## src/rtl/cpu_mem_router_pkg.sv

```systemverilog
// Shared types and helpers for the CPU-to-memory channel router.
// Provides the FSM state encoding, error word default and byte-lane merge.
package router_pkg;

  localparam int N_CH_MAX = 8;
  localparam logic [31:0] ERR_DATA_DEF = 32'hDEAD_BEEF;

  typedef enum logic [2:0] {
    S_IDLE,
    S_RD_WAIT,
    S_RMW_RD,
    S_RMW_WR,
    S_WR_WAIT,
    S_RESP_ERR
  } state_t;

  function automatic int sel_w(input int n);
    return (n > 1) ? $clog2(n) : 1;
  endfunction

  function automatic logic [31:0] byte_merge(
    input logic [31:0] new_w,
    input logic [31:0] old_w,
    input logic [3:0]  strb
  );
    logic [31:0] res;
    for (int i = 0; i < 4; i++) begin
      res[8*i +: 8] = strb[i] ? new_w[8*i +: 8]
                              : old_w[8*i +: 8];
    end
    return res;
  endfunction

endpackage

```

## src/rtl/cpu_mem_router_decode.sv

```systemverilog
// Address window compare with lowest-index priority.
// Produces the winning channel index and a hit flag.
module router_decode
  import router_pkg::*;
#(
  parameter int N_CH = 2,
  parameter int AW   = 32,
  parameter int SW   = 1,
  parameter logic [N_CH*AW-1:0] REGION_BASE  = '0,
  parameter logic [N_CH*AW-1:0] REGION_LIMIT = '0
) (
  input  logic [AW-1:0] i_addr,
  output logic [SW-1:0] o_sel,
  output logic          o_hit
);

  always_comb begin
    o_sel = '0;
    o_hit = 1'b0;
    // Walk downward so the lowest matching index is the last write.
    for (int i = N_CH - 1; i >= 0; i--) begin
      if (i_addr >= REGION_BASE[i*AW +: AW] &&
          i_addr <= REGION_LIMIT[i*AW +: AW]) begin
        o_sel = SW'(i);
        o_hit = 1'b1;
      end
    end
  end

endmodule

```

## src/rtl/cpu_mem_router.sv

```systemverilog
// CPU bus router: window decode, RMW for partial stores, timeout/error.
// Optional ROUTER_PERF_EN adds per-channel request and stall counters.
module cpu_mem_router
  import router_pkg::*;
#(
  parameter int N_CH = 2,
  parameter int AW   = 32,
  parameter logic [N_CH*AW-1:0] REGION_BASE =
    {32'h0000_0A90, 32'h0000_0000},
  parameter logic [N_CH*AW-1:0] REGION_LIMIT =
    {32'hFFFF_FFFF, 32'h0000_0A8C},
  parameter int unsigned TIMEOUT_CYCLES = 1024,
  parameter logic [31:0] ERR_DATA = ERR_DATA_DEF
) (
  input  logic                 clk,
  input  logic                 rstn,
  input  logic [AW-1:0]        rw_address,
  input  logic                 read_request,
  input  logic                 write_request,
  input  logic [31:0]          write_data,
  input  logic [3:0]           write_strobe,
  output logic [31:0]          read_data,
  output logic                 read_response,
  output logic                 write_response,
  output logic [N_CH-1:0]      ch_read,
  output logic [N_CH-1:0]      ch_write,
  output logic [AW-1:0]        ch_address,
  output logic [31:0]          ch_write_data,
  input  logic [N_CH*32-1:0]   ch_read_data,
  input  logic [N_CH-1:0]      ch_ready,
`ifdef ROUTER_PERF_EN
  output logic [N_CH*32-1:0]   perf_req_cnt,
  output logic [N_CH*32-1:0]   perf_stall_cnt,
`endif
  output logic                 err_o
);

  localparam int SW = sel_w(N_CH);

  state_t        r_state;
  logic [AW-1:0] r_addr;
  logic [3:0]    r_strb;
  logic [SW-1:0] r_sel;
  logic          r_is_rd;
  logic          r_pend;
  logic [31:0]   r_cnt;

  logic [AW-1:0] w_dec_addr;
  logic [SW-1:0] w_sel;
  logic          w_hit;
  logic          w_ready;
  logic [31:0]   w_rdata;
  logic          w_tmo;
  logic          w_wait;

  // A pending read reuses the address latched with the write.
  assign w_dec_addr = r_pend ? r_addr : rw_address;
  assign w_ready    = ch_ready[r_sel];
  assign w_rdata    = ch_read_data[32*r_sel +: 32];
  assign w_tmo      = (TIMEOUT_CYCLES != 0) &&
                      (r_cnt == 32'(TIMEOUT_CYCLES - 1));
  assign w_wait     = (r_state == S_RD_WAIT) ||
                      (r_state == S_RMW_RD)  ||
                      (r_state == S_RMW_WR)  ||
                      (r_state == S_WR_WAIT);
  assign ch_address = r_addr;

  router_decode #(
    .N_CH        (N_CH),
    .AW          (AW),
    .SW          (SW),
    .REGION_BASE (REGION_BASE),
    .REGION_LIMIT(REGION_LIMIT)
  ) u_dec (
    .i_addr(w_dec_addr),
    .o_sel (w_sel),
    .o_hit (w_hit)
  );

  always_ff @(posedge clk) begin
    if (!rstn) begin
      r_state        <= S_IDLE;
      r_addr         <= '0;
      r_strb         <= '0;
      r_sel          <= '0;
      r_is_rd        <= 1'b0;
      r_pend         <= 1'b0;
      r_cnt          <= '0;
      read_data      <= '0;
      read_response  <= 1'b0;
      write_response <= 1'b0;
      ch_read        <= '0;
      ch_write       <= '0;
      ch_write_data  <= '0;
      err_o          <= 1'b0;
    end else begin
      read_response  <= 1'b0;
      write_response <= 1'b0;
      unique case (r_state)
        S_IDLE: begin
          if (r_pend) begin
            r_pend  <= 1'b0;
            r_sel   <= w_sel;
            r_is_rd <= 1'b1;
            r_cnt   <= '0;
            if (!w_hit) begin
              r_state <= S_RESP_ERR;
            end else begin
              ch_read[w_sel] <= 1'b1;
              r_state        <= S_RD_WAIT;
            end
          end else if (write_request) begin
            r_addr        <= rw_address;
            ch_write_data <= write_data;
            r_strb        <= write_strobe;
            r_sel         <= w_sel;
            r_is_rd       <= 1'b0;
            r_pend        <= read_request;
            r_cnt         <= '0;
            if (write_strobe == 4'h0) begin
              write_response <= 1'b1;
            end else if (!w_hit) begin
              r_state <= S_RESP_ERR;
            end else if (write_strobe == 4'hF) begin
              ch_write[w_sel] <= 1'b1;
              r_state         <= S_WR_WAIT;
            end else begin
              ch_read[w_sel] <= 1'b1;
              r_state        <= S_RMW_RD;
            end
          end else if (read_request) begin
            r_addr  <= rw_address;
            r_sel   <= w_sel;
            r_is_rd <= 1'b1;
            r_cnt   <= '0;
            if (!w_hit) begin
              r_state <= S_RESP_ERR;
            end else begin
              ch_read[w_sel] <= 1'b1;
              r_state        <= S_RD_WAIT;
            end
          end
        end
        S_RD_WAIT: begin
          if (w_ready) begin
            ch_read       <= '0;
            read_data     <= w_rdata;
            read_response <= 1'b1;
            r_state       <= S_IDLE;
          end else if (w_tmo) begin
            ch_read <= '0;
            r_state <= S_RESP_ERR;
          end else begin
            r_cnt <= r_cnt + 32'd1;
          end
        end
        S_RMW_RD: begin
          if (w_ready) begin
            ch_read        <= '0;
            ch_write_data  <= byte_merge(ch_write_data,
                                         w_rdata, r_strb);
            ch_write[r_sel] <= 1'b1;
            r_cnt          <= '0;
            r_state        <= S_RMW_WR;
          end else if (w_tmo) begin
            ch_read <= '0;
            r_state <= S_RESP_ERR;
          end else begin
            r_cnt <= r_cnt + 32'd1;
          end
        end
        S_RMW_WR, S_WR_WAIT: begin
          if (w_ready) begin
            ch_write       <= '0;
            write_response <= 1'b1;
            r_state        <= S_IDLE;
          end else if (w_tmo) begin
            ch_write <= '0;
            r_state  <= S_RESP_ERR;
          end else begin
            r_cnt <= r_cnt + 32'd1;
          end
        end
        S_RESP_ERR: begin
          err_o <= 1'b1;
          if (r_is_rd) begin
            read_data     <= ERR_DATA;
            read_response <= 1'b1;
          end else begin
            write_response <= 1'b1;
          end
          r_state <= S_IDLE;
        end
        default: r_state <= S_IDLE;
      endcase
    end
  end

`ifdef ROUTER_PERF_EN
  logic w_start;

  assign w_start = (r_state == S_IDLE) && w_hit &&
                   (r_pend || read_request ||
                    (write_request && write_strobe != 4'h0));

  for (genvar c = 0; c < N_CH; c++) begin : g_perf
    logic [31:0] r_req;
    logic [31:0] r_stall;

    always_ff @(posedge clk) begin
      if (!rstn) begin
        r_req   <= '0;
        r_stall <= '0;
      end else begin
        if (w_start && w_sel == SW'(c) && r_req != '1)
          r_req <= r_req + 32'd1;
        if (w_wait && r_sel == SW'(c) && !w_ready &&
            r_stall != '1)
          r_stall <= r_stall + 32'd1;
      end
    end

    assign perf_req_cnt[32*c +: 32]   = r_req;
    assign perf_stall_cnt[32*c +: 32] = r_stall;
  end
`endif

endmodule

```

## config.mk

```make
export PLATFORM = sky130hd
export DESIGN_NAME = cpu_mem_router
export DESIGN_NICKNAME = d
export VERILOG_FILES = /design/src/rtl/cpu_mem_router_pkg.sv /design/src/rtl/cpu_mem_router_decode.sv /design/src/rtl/cpu_mem_router.sv
export SDC_FILE = /design/constraint.sdc
export NUM_CORES = 1
export LEC_CHECK = 0
export CORE_ASPECT_RATIO = 0.75
export CORE_MARGIN = 1.5
export CORE_UTILIZATION = 25
export CTS_CLUSTER_DIAMETER = 100
export DETAILED_ROUTE_END_ITERATION = 8
export PLACE_DENSITY = 0.46
export SLEW_MARGIN = 40
export SYNTH_ARGS = -nofsm -noshare
export SYNTH_HDL_FRONTEND = slang
export SYNTH_SLANG_ARGS = --single-unit
```

## constraint.sdc

```tcl
create_clock -name clk -period 5.7 [get_ports clk]
set_input_delay 1.71 -clock clk [delete_from_list [all_inputs] [get_ports clk]]
set_output_delay 1.71 -clock clk [all_outputs]
set_load 0.02 [all_outputs]
```

* After elaboration in Yosys (flattened, before gate mapping) *
Index checks and enable logic that the tools add are counted.

word-level totals
  bits of input ports = 138
  register bits = 145

operators by class
  add/sub/neg operators = 1
  $lt $le $gt $ge = 8
  bitwise gates (word level) = 4
  shift operators = 1
  equal/unequal tests = 26
  reductions and logical operators = 28
  multiplexer cells = 74

operators with widths
  operator                                                                               count
  32-bit 2-to-1 mux                                                                      14
  32-bit one-hot mux with 2 select lines                                                 2
  32-bit one-hot mux with 3 select lines                                                 1
  64-bit by 7-bit variable part select with 32-bit output                                1
  32-bit by 1-bit adder with 32-bit output, second input constant                        1
  32-bit by 10-bit equality test with 1-bit output, second input constant                1
  32-bit by 1-bit greater-or-equal comparator with 1-bit output, second input constant   1
  32-bit by 12-bit greater-or-equal comparator with 1-bit output, second input constant  1
  32-bit by 12-bit <= comparator with 1-bit output, second input constant                1
  32-bit <= comparator, second input constant                                            1
  8-bit 2-to-1 mux                                                                       4
  2-bit 2-to-1 mux                                                                       15
  3-bit 2-to-1 mux                                                                       10
  2-bit inequality test, second input constant                                           13
  1-bit 2-to-1 mux                                                                       21
  5-bit AND reduction                                                                    4
  4-bit inequality test, second input constant                                           4
  3-bit AND reduction                                                                    4
  3-bit one-hot mux with 3 select lines                                                  1
  3-bit nonzero test                                                                     3
  8-bit AND reduction                                                                    1
  2-bit nonzero test                                                                     4
  3-bit by 2-bit equality test with 1-bit output, second input constant                  2
  3-bit equality test, second input constant                                             2
  20 further kinds                                                                       30

* Longest topological paths before layout *
Gate-level depths: netlist (run 1).

  depth in word-level cells = 16
  gate-level depth with buffers = 9
  depth with buffers taken out = 7

* By module *
From an unflattened synthesis (run 1), not the netlist that was laid out.

second synthesis, totals
  cell total of the unflattened synthesis = 862
  area total of the unflattened synthesis = 7315.8 sq um

by module, submodules not included
  module          seq. area each (sq um)  cells an instance  area each (sq um)  times used
  cpu_mem_router  2902.8                  845                7205.7             1
  router_decode   0.0                     17                 110.1              1

* Least setup slack after synthesis (run 1) *
OpenSTA, ideal clock, no wires.

  path kind = input port to flip-flop
  start point = input write_request
  end point = register r_cnt[15]
  data arrival time = 3507 ps
  cell stages on the path = 7
  setup time = 71 ps
  data required time = 5629 ps
  path slack = 2122 ps
  buffers on the path = 1
  cell sequence = nor3_1 > a211o_1 > and2_4 > or4_4 > buf_6 > or4_1 > a21oi_1

on the way
  word-level cells in the longest chain between the ends = 3
  elaborated cells on any way between the ends = 5

ends and longest elaborated chain
  element                                 RTL line               RTL
  start: declaration                      cpu_mem_router.sv:19   input logic write_request,
  32-bit 2-to-1 mux                       cpu_mem_router.sv:112  end else if (write_request) begin
  32-bit 2-to-1 mux                       cpu_mem_router.sv:101  if (r_pend) begin
  32-bit one-hot mux with 3 select lines  cpu_mem_router.sv:99   unique case (r_state)
  end signal: assignment                  cpu_mem_router.sv:154  r_cnt <= r_cnt + 32'd1;
  end signal: assignment                  cpu_mem_router.sv:169  r_cnt <= r_cnt + 32'd1;
  end signal: assignment                  cpu_mem_router.sv:181  r_cnt <= r_cnt + 32'd1;
  end: declaration                        cpu_mem_router.sv:46   logic [31:0] r_cnt;

Several ways; a longest one is shown, not always the timed one.
A chain may end at the register's enable or synchronous reset.

* Final worst setup path (run 1) *
  start point = input rw_address[4]
  end point = register ch_write[0]

on the way
  word-level cells in the longest chain between the ends = 16
  elaborated cells on any way between the ends = 24

ends and longest elaborated chain
  element                                                                                                                           RTL line                                                  RTL
  start: declaration                                                                                                                cpu_mem_router.sv:17                                      input logic [AW-1:0] rw_address,
  32-bit 2-to-1 mux *                                                                                                               cpu_mem_router.sv:57                                      assign w_dec_addr = r_pend ? r_addr : rw_address;
  32-bit by 12-bit greater-or-equal comparator with 1-bit output or 32-bit <= comparator (tied branches)                            cpu_mem_router_decode.sv:22, cpu_mem_router_decode.sv:23
  1-bit logical AND                                                                                                                 cpu_mem_router_decode.sv:22                               if (i_addr >= REGION_BASE[i*AW +: AW] &&
  1-bit 2-to-1 mux (2 in a row)                                                                                                     cpu_mem_router_decode.sv:22
  1-bit by 2-bit less-than comparator with 1-bit output (implied by the code) or 1-bit greater-or-equal comparator (tied branches)  cpu_mem_router.sv:125                                     ch_write[w_sel] <= 1'b1;
  1-bit logical AND (implied by the code)                                                                                           cpu_mem_router.sv:125
  1-bit 2-to-1 mux (implied by the code)                                                                                            cpu_mem_router.sv:125
  1-bit demux with 1-bit select                                                                                                     cpu_mem_router.sv:125
  2-bit bitwise OR (no line)                                                                                                        --
  2-bit 2-to-1 mux                                                                                                                  cpu_mem_router.sv:124                                     end else if (write_strobe == 4'hF) begin
  2-bit 2-to-1 mux                                                                                                                  cpu_mem_router.sv:122                                     end else if (!w_hit) begin
  2-bit 2-to-1 mux                                                                                                                  cpu_mem_router.sv:120                                     if (write_strobe == 4'h0) begin
  2-bit 2-to-1 mux                                                                                                                  cpu_mem_router.sv:112
  2-bit 2-to-1 mux                                                                                                                  cpu_mem_router.sv:101
  2-bit one-hot mux with 3 select lines                                                                                             cpu_mem_router.sv:99
  end signal: assignment                                                                                                            cpu_mem_router.sv:93                                      ch_write <= '0;
  end signal: indexed assignment                                                                                                    cpu_mem_router.sv:125
  end signal: indexed assignment                                                                                                    cpu_mem_router.sv:162                                     ch_write[r_sel] <= 1'b1;
  end: declaration                                                                                                                  cpu_mem_router.sv:26                                      output logic [N_CH-1:0] ch_write,

Every way passes the cells marked *; elsewhere a longest branch is shown, timed or not. The select of a mux whose other input is x is not followed.

==> summary.md, run 1 <==
| Metric | Value |
|---|---|
| F_max | `0.247 GHz` |
| Via density | `4.77` |
| Slew HR | `0.494` |
| Initial antenna violation count | `0` |
| Peak VDD IR | `0.180 mV` |
| CTS root buffer | `clkbuf_16` |
| P per Cell Area | `316 nW/um^2` |
| Share of cells above drive strength 1 | `0.0593` |
| RD Place Congestion | `0.750` |
| Met1 Use GR | `0.247` |
| WL per Instance | `17.7 um` |
| Critical Path RT | `6020 ps` |
| Critical R2R Launch | `r_pend` |
| Global route hottest layer | `met2` |
| ANT nets after route | `0` |
| Global Route Usage Sum | `0.174` |
| First-pass GRT wire length | `38,600 um` |
| CP endpoint kind | `flip-flop` |
| Clock skew | `15.8 ps` |
| Worst Hold Class | `flip-flop to flip-flop` |
| CTS H-tree lvls | `4` |
| CP startpoint | `rw_address[4]` |
| GRT Residual Overflow | `0` |
| # DRC | `0` |
| Placement Cell Area | `9640 um^2` |
| DRC marker count from the first detailed-route iteration | `267` |
| Die Ht | `147 um` |
| Status | `complete, no violations` |
| Met2 GRT Util | `0.253` |
| Worst r2r dst | `ch_write[0]` |
| Slew Limit Fails | `0` |
| Inserted Diodes | `0` |
| Worst Hold Endpoint | `r_strb[0]` |
| Place WS | `1300 ps` |
| YS warnings | `0` |
| Syn Std Cell Area | `6940 um^2` |
| Crit path buf inv count | `1` |
| Final setup viols | `0` |
| Vias in the first global route | `6,461` |
| Crit-path slowest cell | `a2111oi_1` |
| Routed vias | `6,735` |
| RSZ-0062 raised after global routing | `no` |
| Maximum root-to-sink buffer count | `2` |
| Clk slew on worst S/H paths | `60 ps` |
| Final min period | `4050 ps` |
| CTS sink count | `145` |
| Synth Area per Inst | `8.27 um^2` |
| Crit path max-delay family | `simple AND/OR/NAND/NOR gates` |
| Layout Nets | `1,188` |
| DIE WIDTH | `195 um` |
| CTS tree | `done` |
| Startpoint Class | `primary input` |
| Max_cap viols | `0` |
| Net Count, Synth | `978` |
| Initial Utilization | `0.256` |
| R2R cell count | `7` |
| Final hold vios | `0` |
| Met3 Track Usage GR | `0.0503` |
| Post-CTS Hold Buffers | `0` |
| EDFF count, synth | `0` |
| Tcrit/Tclk final | `0.710` |
| Worst Setup Path Type | `primary input to flip-flop` |
| WL final | `25,000 um` |
| I/O Buffers | `240` |
| Post-CTS Setup Bufs | `0` |
| CTS resizes | `0` |
| # rows | `52` |
| Setup tns final | `0 ps` |
| Hold_ws | `467 ps` |
| Crit path max fanout | `3` |
| Dominant synthesized flop cell | `dfxtp_1` |
| Worst hold start | `r_strb[0]` |
| Slowest stage delay, CP | `700 ps` |
| Top Ports | `241` |
| Worst setup margin | `1650 ps` |
| Largest net degree at the start of global routing | `72` |
| Flops & latches, synth | `145` |
| Core Area | `27,100 um^2` |
| DR pass1 iterations | `5` |
| Hold Path Cell Cnt | `2` |
| Fill cells | `2,807` |
| Worst-Margin Slew | `755 ps` |
| Worst path cell trace | `clkdlybuf4s50_1 > nor4_1 > nor3_1 > a2111oi_1 > nand4_1 > or2_2 > a32o_1` |
| WP data arrival | `4360 ps` |
| Cell count after synthesis | `839` |
| Flop-to-flop setup slack | `2790 ps` |
| Async set or reset register ratio after synthesis | `0` |
| Leak | `3.55 nW` |
| Area Growth Syn to Fin | `47.5%` |
| Die area | `28,800 um^2` |
| Post-route cell area | `10,200 um^2` |
| Pwr Total | `3.24 mW` |
| Clk_lat worst skew | `440 ps` |
| CTS Buf Count | `17` |
| Sequential fraction of the synthesis area | `0.418` |
| Synth unique cells | `62` |
| Post-detail-place hpwl | `18,000 um` |
[cells in the final DEF (no fill, tap or decap), types with 30 or more instances in the layout]
master           netlist  layout
a211oi_1              30      30
a21boi_0              38      38
a21oi_1               81      80
clkdlybuf4s50_1        0     239
dfxtp_1              145     144
mux2i_1               33      33
nand2_1              106     106
nor2_1                60      60
nor2b_1               47      47
o21ai_0               37      37
[registers in the layout, indices dropped and copies added, names as in the netlist]
| name | flops |
|---|---|
| ch_write_data | 32 |
| r_strb | 4 |
| err_o | 1 |
| r_state | 3 |
| r_is_rd | 1 |
| ch_read | 2 |
| read_data | 32 |
| read_response | 1 |
| r_sel | 1 |
| write_response | 1 |
| r_pend | 1 |
| ch_address | 32 |
| r_cnt | 32 |
| ch_write | 2 |
[power breakdown]
part	leakage, nW	internal [mW]	switching [mW]
registers	1.18	1.11	0.0751
logic	2.09	0.396	0.495
clock network	0.283	0.666	0.491
[tightest hold or removal path: cells and delay by family, from the launching register on]
family | cells | cell delay, ps
and+or+nand+nor | 1 | 50
AOI/OAI and AO/OA | 1 | 60
DFF | 1 | 310
[routing by layer]
layer	vias to the layer above	part of all wire
li1	3435	-
met4	0	0.013
met5	-	0
met1	3128	0.50
met3	23	0.057
met2	149	0.43
[layout make-up]
cell class / instances / area [um^2] / area share
clock inverters: 13 / 151 / 0.0148
well taps: 351 / 439 / 0.0429
flip-flops and latches: 145 / 2900 / 0.284
inverters: 5 / 18.8 / 0.00183
clock buffers: 19 / 443 / 0.0433
repair buffers: 250 / 2470 / 0.242
multi-input cells: 630 / 3800 / 0.372
[worst max path at each step]
stage                              to  slack [ps]  depth (start not counted)
after global placement    ch_write[0]        1300                          7
after global routing      ch_write[0]        1560                          7
after floorplan             r_cnt[15]        2120                          7
final                     ch_write[0]        1650                          7
after CTS                 ch_write[0]        1750                          7
after detailed placement  ch_write[0]        1300                          7
[synthesized netlist by cell type, types with 2 or more instances]
master / count / area, um^2
o22ai_1: 2 / 12.5
nand3_1: 19 / 95.1
buf_1: 4 / 15.0
nor4b_1: 4 / 35.0
a22oi_1: 5 / 37.5
or4bb_1: 2 / 22.5
xnor2_1: 5 / 43.8
o21ai_0: 37 / 185
nor3_1: 20 / 100
or4_1: 7 / 52.6
o21ai_1: 2 / 10.0
nor2b_1: 47 / 294
mux2i_1: 33 / 330
o31ai_1: 5 / 37.5
nor2_1: 60 / 225
a21boi_0: 38 / 285
o211a_1: 5 / 50.1
nand4_1: 15 / 93.8
nand4b_1: 3 / 26.3
mux2_2: 5 / 56.3
dfxtp_1: 145 / 2900
o31a_1: 2 / 17.5
nand3b_1: 2 / 15.0
nor3b_1: 3 / 22.5
a21o_1: 2 / 15.0
or2_2: 3 / 18.8
xor2_1: 12 / 105
and2_0: 2 / 12.5
buf_2: 3 / 15.0
and4_1: 3 / 26.3
o21a_1: 6 / 45.0
and2_1: 7 / 43.8
or3_1: 9 / 56.3
a21oi_1: 81 / 405
nor4_1: 14 / 87.6
a211oi_1: 30 / 225
o221a_2: 2 / 22.5
inv_1: 5 / 18.8
clkbuf_1: 51 / 191
and3_1: 6 / 37.5
nand2_1: 106 / 398
a32o_1: 2 / 20.0
a2bb2oi_1: 6 / 52.6
[stage by stage]
step,util,std cells
final,0.377,1413
after global routing,0.377,1413
after CTS,0.377,1413
after detailed placement,0.355,1381
after global placement,0.355,1381
after floorplan,-,839
[logic make-up after synthesis]
| group | count (synthesis) | synth area share |
|---|---|---|
| flops | 145 | 0.418 |
| buf+inv | 64 | 0.0362 |
| simple gates | 337 | 0.246 |
| fa+ha+maj | 1 | 0.00180 |
| mux | 38 | 0.0557 |
| xor+xnor | 17 | 0.0215 |
| compound gates | 237 | 0.220 |
Note: power is estimated with default switching activity, not from simulation.
==> run 2: changes to the inputs <==
--- a/config.mk
+++ b/config.mk
@@ -10,7 +10,7 @@
 export CORE_UTILIZATION = 25
 export CTS_CLUSTER_DIAMETER = 100
 export DETAILED_ROUTE_END_ITERATION = 8
-export PLACE_DENSITY = 0.46
+export PLACE_DENSITY = 0.48
 export SLEW_MARGIN = 40
 export SYNTH_ARGS = -nofsm -noshare
 export SYNTH_HDL_FRONTEND = slang
==> constraint.sdc (replaced) <==
create_clock -name clk -period 3.3 [get_ports clk]
set_input_delay 0.99 -clock clk [delete_from_list [all_inputs] [get_ports clk]]
set_output_delay 0.99 -clock clk [all_outputs]
set_load 0.02 [all_outputs]
==> run 2 against run 1 <==
Against the previous run: first-iteration DRC count rose by 41%; worst setup slack worse by 1500 ps; clock power grew 65%; worst hold slack lost 0.83 ps; flip-flop and latch count is the same; design area grew 2.4%; sequential share of layout area decreased by 0.68 points.
==> summary.md, run 2 (same netlist as run 1, synthesis figures left out) <==
| Metric | Value |
|---|---|
| Worst setup margin | `184 ps (-1470 ps)` |
| ANT nets after route | `0 (unchanged)` |
| Fill cells | `2,763 (-1.6%)` |
| F_max | `0.321 GHz` |
| Clock skew | `11.1 ps (-4.71 ps)` |
| Global Route Usage Sum | `0.174 (about the same)` |
| Tcrit/Tclk final | `0.944` |
| CP endpoint kind | `flip-flop` |
| Crit-path slowest cell | `a2111oi_1` |
| # rows | `52 (unchanged)` |
| DIE WIDTH | `195 um (unchanged)` |
| Placement Cell Area | `9910 um^2 (+2.8%)` |
| Peak VDD IR | `0.324 mV (+80%)` |
| DRC marker count from the first detailed-route iteration | `377 (+41%)` |
| Final min period | `3120 ps` |
| Worst Setup Path Type | `primary input to flip-flop` |
| CTS H-tree lvls | `4 (unchanged)` |
| Crit path max fanout | `3 (unchanged)` |
| DP Cell Count | `1,414 (+2.4%)` |
| Slew HR | `0.573 (+0.0788)` |
| Post-detail-place hpwl | `18,500 um (+2.7%)` |
| RSZ-0062 raised after global routing | `no` |
| End-of-flow core utilization | `0.386 (+0.00922)` |
| Core Area | `27,100 um^2 (unchanged)` |
| CTS Buf Count | `17 (unchanged)` |
| Layout Nets | `1,221 (+2.8%)` |
| Critical Path RT | `3620 ps (-2400 ps)` |
| Crit path max-delay family | `simple AND/OR/NAND/NOR gates` |
| Crit path buf inv count | `3 (+2)` |
| First-pass GRT wire length | `38,500 um (about the same)` |
| Most Frequent Cell on Critical Path | `buf_4` |
| Post-CTS Hold Buffers | `0 (unchanged)` |
| Status | `complete, no violations` |
| Final setup viols | `0 (unchanged)` |
| WP data arrival | `3440 ps (-920 ps)` |
| Via density | `4.79 (+0.53%)` |
| Most common cell after layout, fill and taps aside | `clkdlybuf4s50_1` |
| WL per Instance | `17.4 um (-1.9%)` |
| Largest net degree at the start of global routing | `52 (-28%)` |
| Clk slew on worst S/H paths | `60 ps (about the same)` |
| DR pass1 iterations | `5 (unchanged)` |
| Slew Limit Fails | `0 (unchanged)` |
| Final hold vios | `0 (unchanged)` |
| Clk_lat worst skew | `430 ps (about the same)` |
| RD Place Congestion | `0.812 (+8.2%)` |
| CTS sink count | `145 (unchanged)` |
| Leak | `3.71 nW (+4.5%)` |
| Top Ports | `241 (unchanged)` |
| Startpoint Class | `primary input` |
| Die area | `28,800 um^2 (unchanged)` |
| Post-route cell area | `10,500 um^2 (+2.4%)` |
| Initial antenna violation count | `0 (unchanged)` |
| Area Growth Syn to Fin | `51.1%` |
| Place WS | `-220 ps (-1520 ps)` |
| GRT Residual Overflow | `0 (unchanged)` |
| Most frequent cells in the layout | `239 x clkdlybuf4s50_1, 144 x dfxtp_1, 106 x nand2_1` |
| I/O Buffers | `240 (unchanged)` |
| Vias in the first global route | `6,598 (+2.1%)` |
| Pwr Total | `5.58 mW (+72%)` |
| Hold_ws | `466 ps (-0.833 ps)` |
| Multi-input logic area | `3810 um^2 (+0.13%)` |
| CTS root buffer | `clkbuf_16` |
| CTS tree | `done` |
| Worst Hold Class | `flip-flop to flip-flop` |
| Inserted Diodes | `0 (unchanged)` |
| Max_cap viols | `0 (unchanged)` |
| Maximum root-to-sink buffer count | `2 (unchanged)` |
| Die Ht | `147 um (unchanged)` |
| Initial Utilization | `0.256 (unchanged)` |
| WL final | `25,100 um (+0.40%)` |
| Flip-flop and latch area | `2900 um^2 (unchanged)` |
| Non-filler cells, final | `1,446 (+2.3%)` |
| Setup tns final | `0 ps (unchanged)` |
| Share of cells above drive strength 1 | `0.0868 (+0.0274)` |
| Worst path cell trace | `clkdlybuf4s50_1 > nor4_2 > buf_4 > nor3_1 > a2111oi_1 > buf_4 > nand4_1 > or2_2 > a32o_1` |
| Worst-Margin Slew | `635 ps (-120 ps)` |
| Routed vias | `6,929 (+2.9%)` |
| # DRC | `0 (unchanged)` |
| Slowest stage delay, CP | `530 ps (-170 ps)` |
| P per Cell Area | `532 nW/um^2 (+68%)` |
-- run 2: repair_timing --
action | CTS | global route
setup buffers | 0 | 0
setup endpoints to repair | 0 | 1
gates resized for setup | 0 | 1
-- run 2: path summary, 6_finish.rpt --
check,startpoint,endpoint,slack [ps],cells past startpoint
max,rw_address[4],ch_write[0],180,9
min,r_strb[1],r_strb[1],470,2
max reg2reg,r_cnt[0],r_state[0],520,7
min reg2reg,r_strb[1],r_strb[1],470,2
-- run 2: routing by layer --
metal	GRT usage	share of wire	routed length (um)
met1	0.252	0.51	12700
met2	0.246	0.42	10600
met3	0.0494	0.058	1450
met4	0.0508	0.014	359
met5	0	0	0
-- run 2: tightest hold or removal path, delay by kind of cell (launching register included) --
kind | cells | cell delay (ps)
DFF | 1 | 310
and+or+nand+nor | 1 | 50
AOI/OAI and AO/OA | 1 | 60
-- run 2: area by class of cell --
| cell class | count | area share |
|---|---|---|
| Timing Repair Buffer | 283 | 0.262 |
| Inverter | 5 | 0.00179 |
| Sequential cell | 145 | 0.277 |
| Clock inverter | 11 | 0.0101 |
| Tap cell | 351 | 0.0419 |
| Multi-Input combinational cell | 630 | 0.363 |
| Clock buffer | 21 | 0.0439 |
-- run 2: report_power, final --
group          leakage (nW)  switching (mW)  internal, mW
Clock                 0.270           0.827          1.08
Combinational          2.26           0.886         0.748
Sequential             1.18           0.114          1.92
Total                  3.71            1.83          3.75
==> run 3: changes to the inputs <==
==> constraint.sdc (replaced) <==
create_clock -name clk -period 3.3 [get_ports clk]
set_input_delay 0.99 -clock clk [delete_from_list [all_inputs] [get_ports clk]]
set_output_delay 0.99 -clock clk [all_outputs]
set_load 0.05 [all_outputs]
==> results of run 3 <==
Same layout as run 2 (identical final DEF). Status: complete, no violations.
Among the figures that moved: total power 5.58 mW -> 5.91 mW
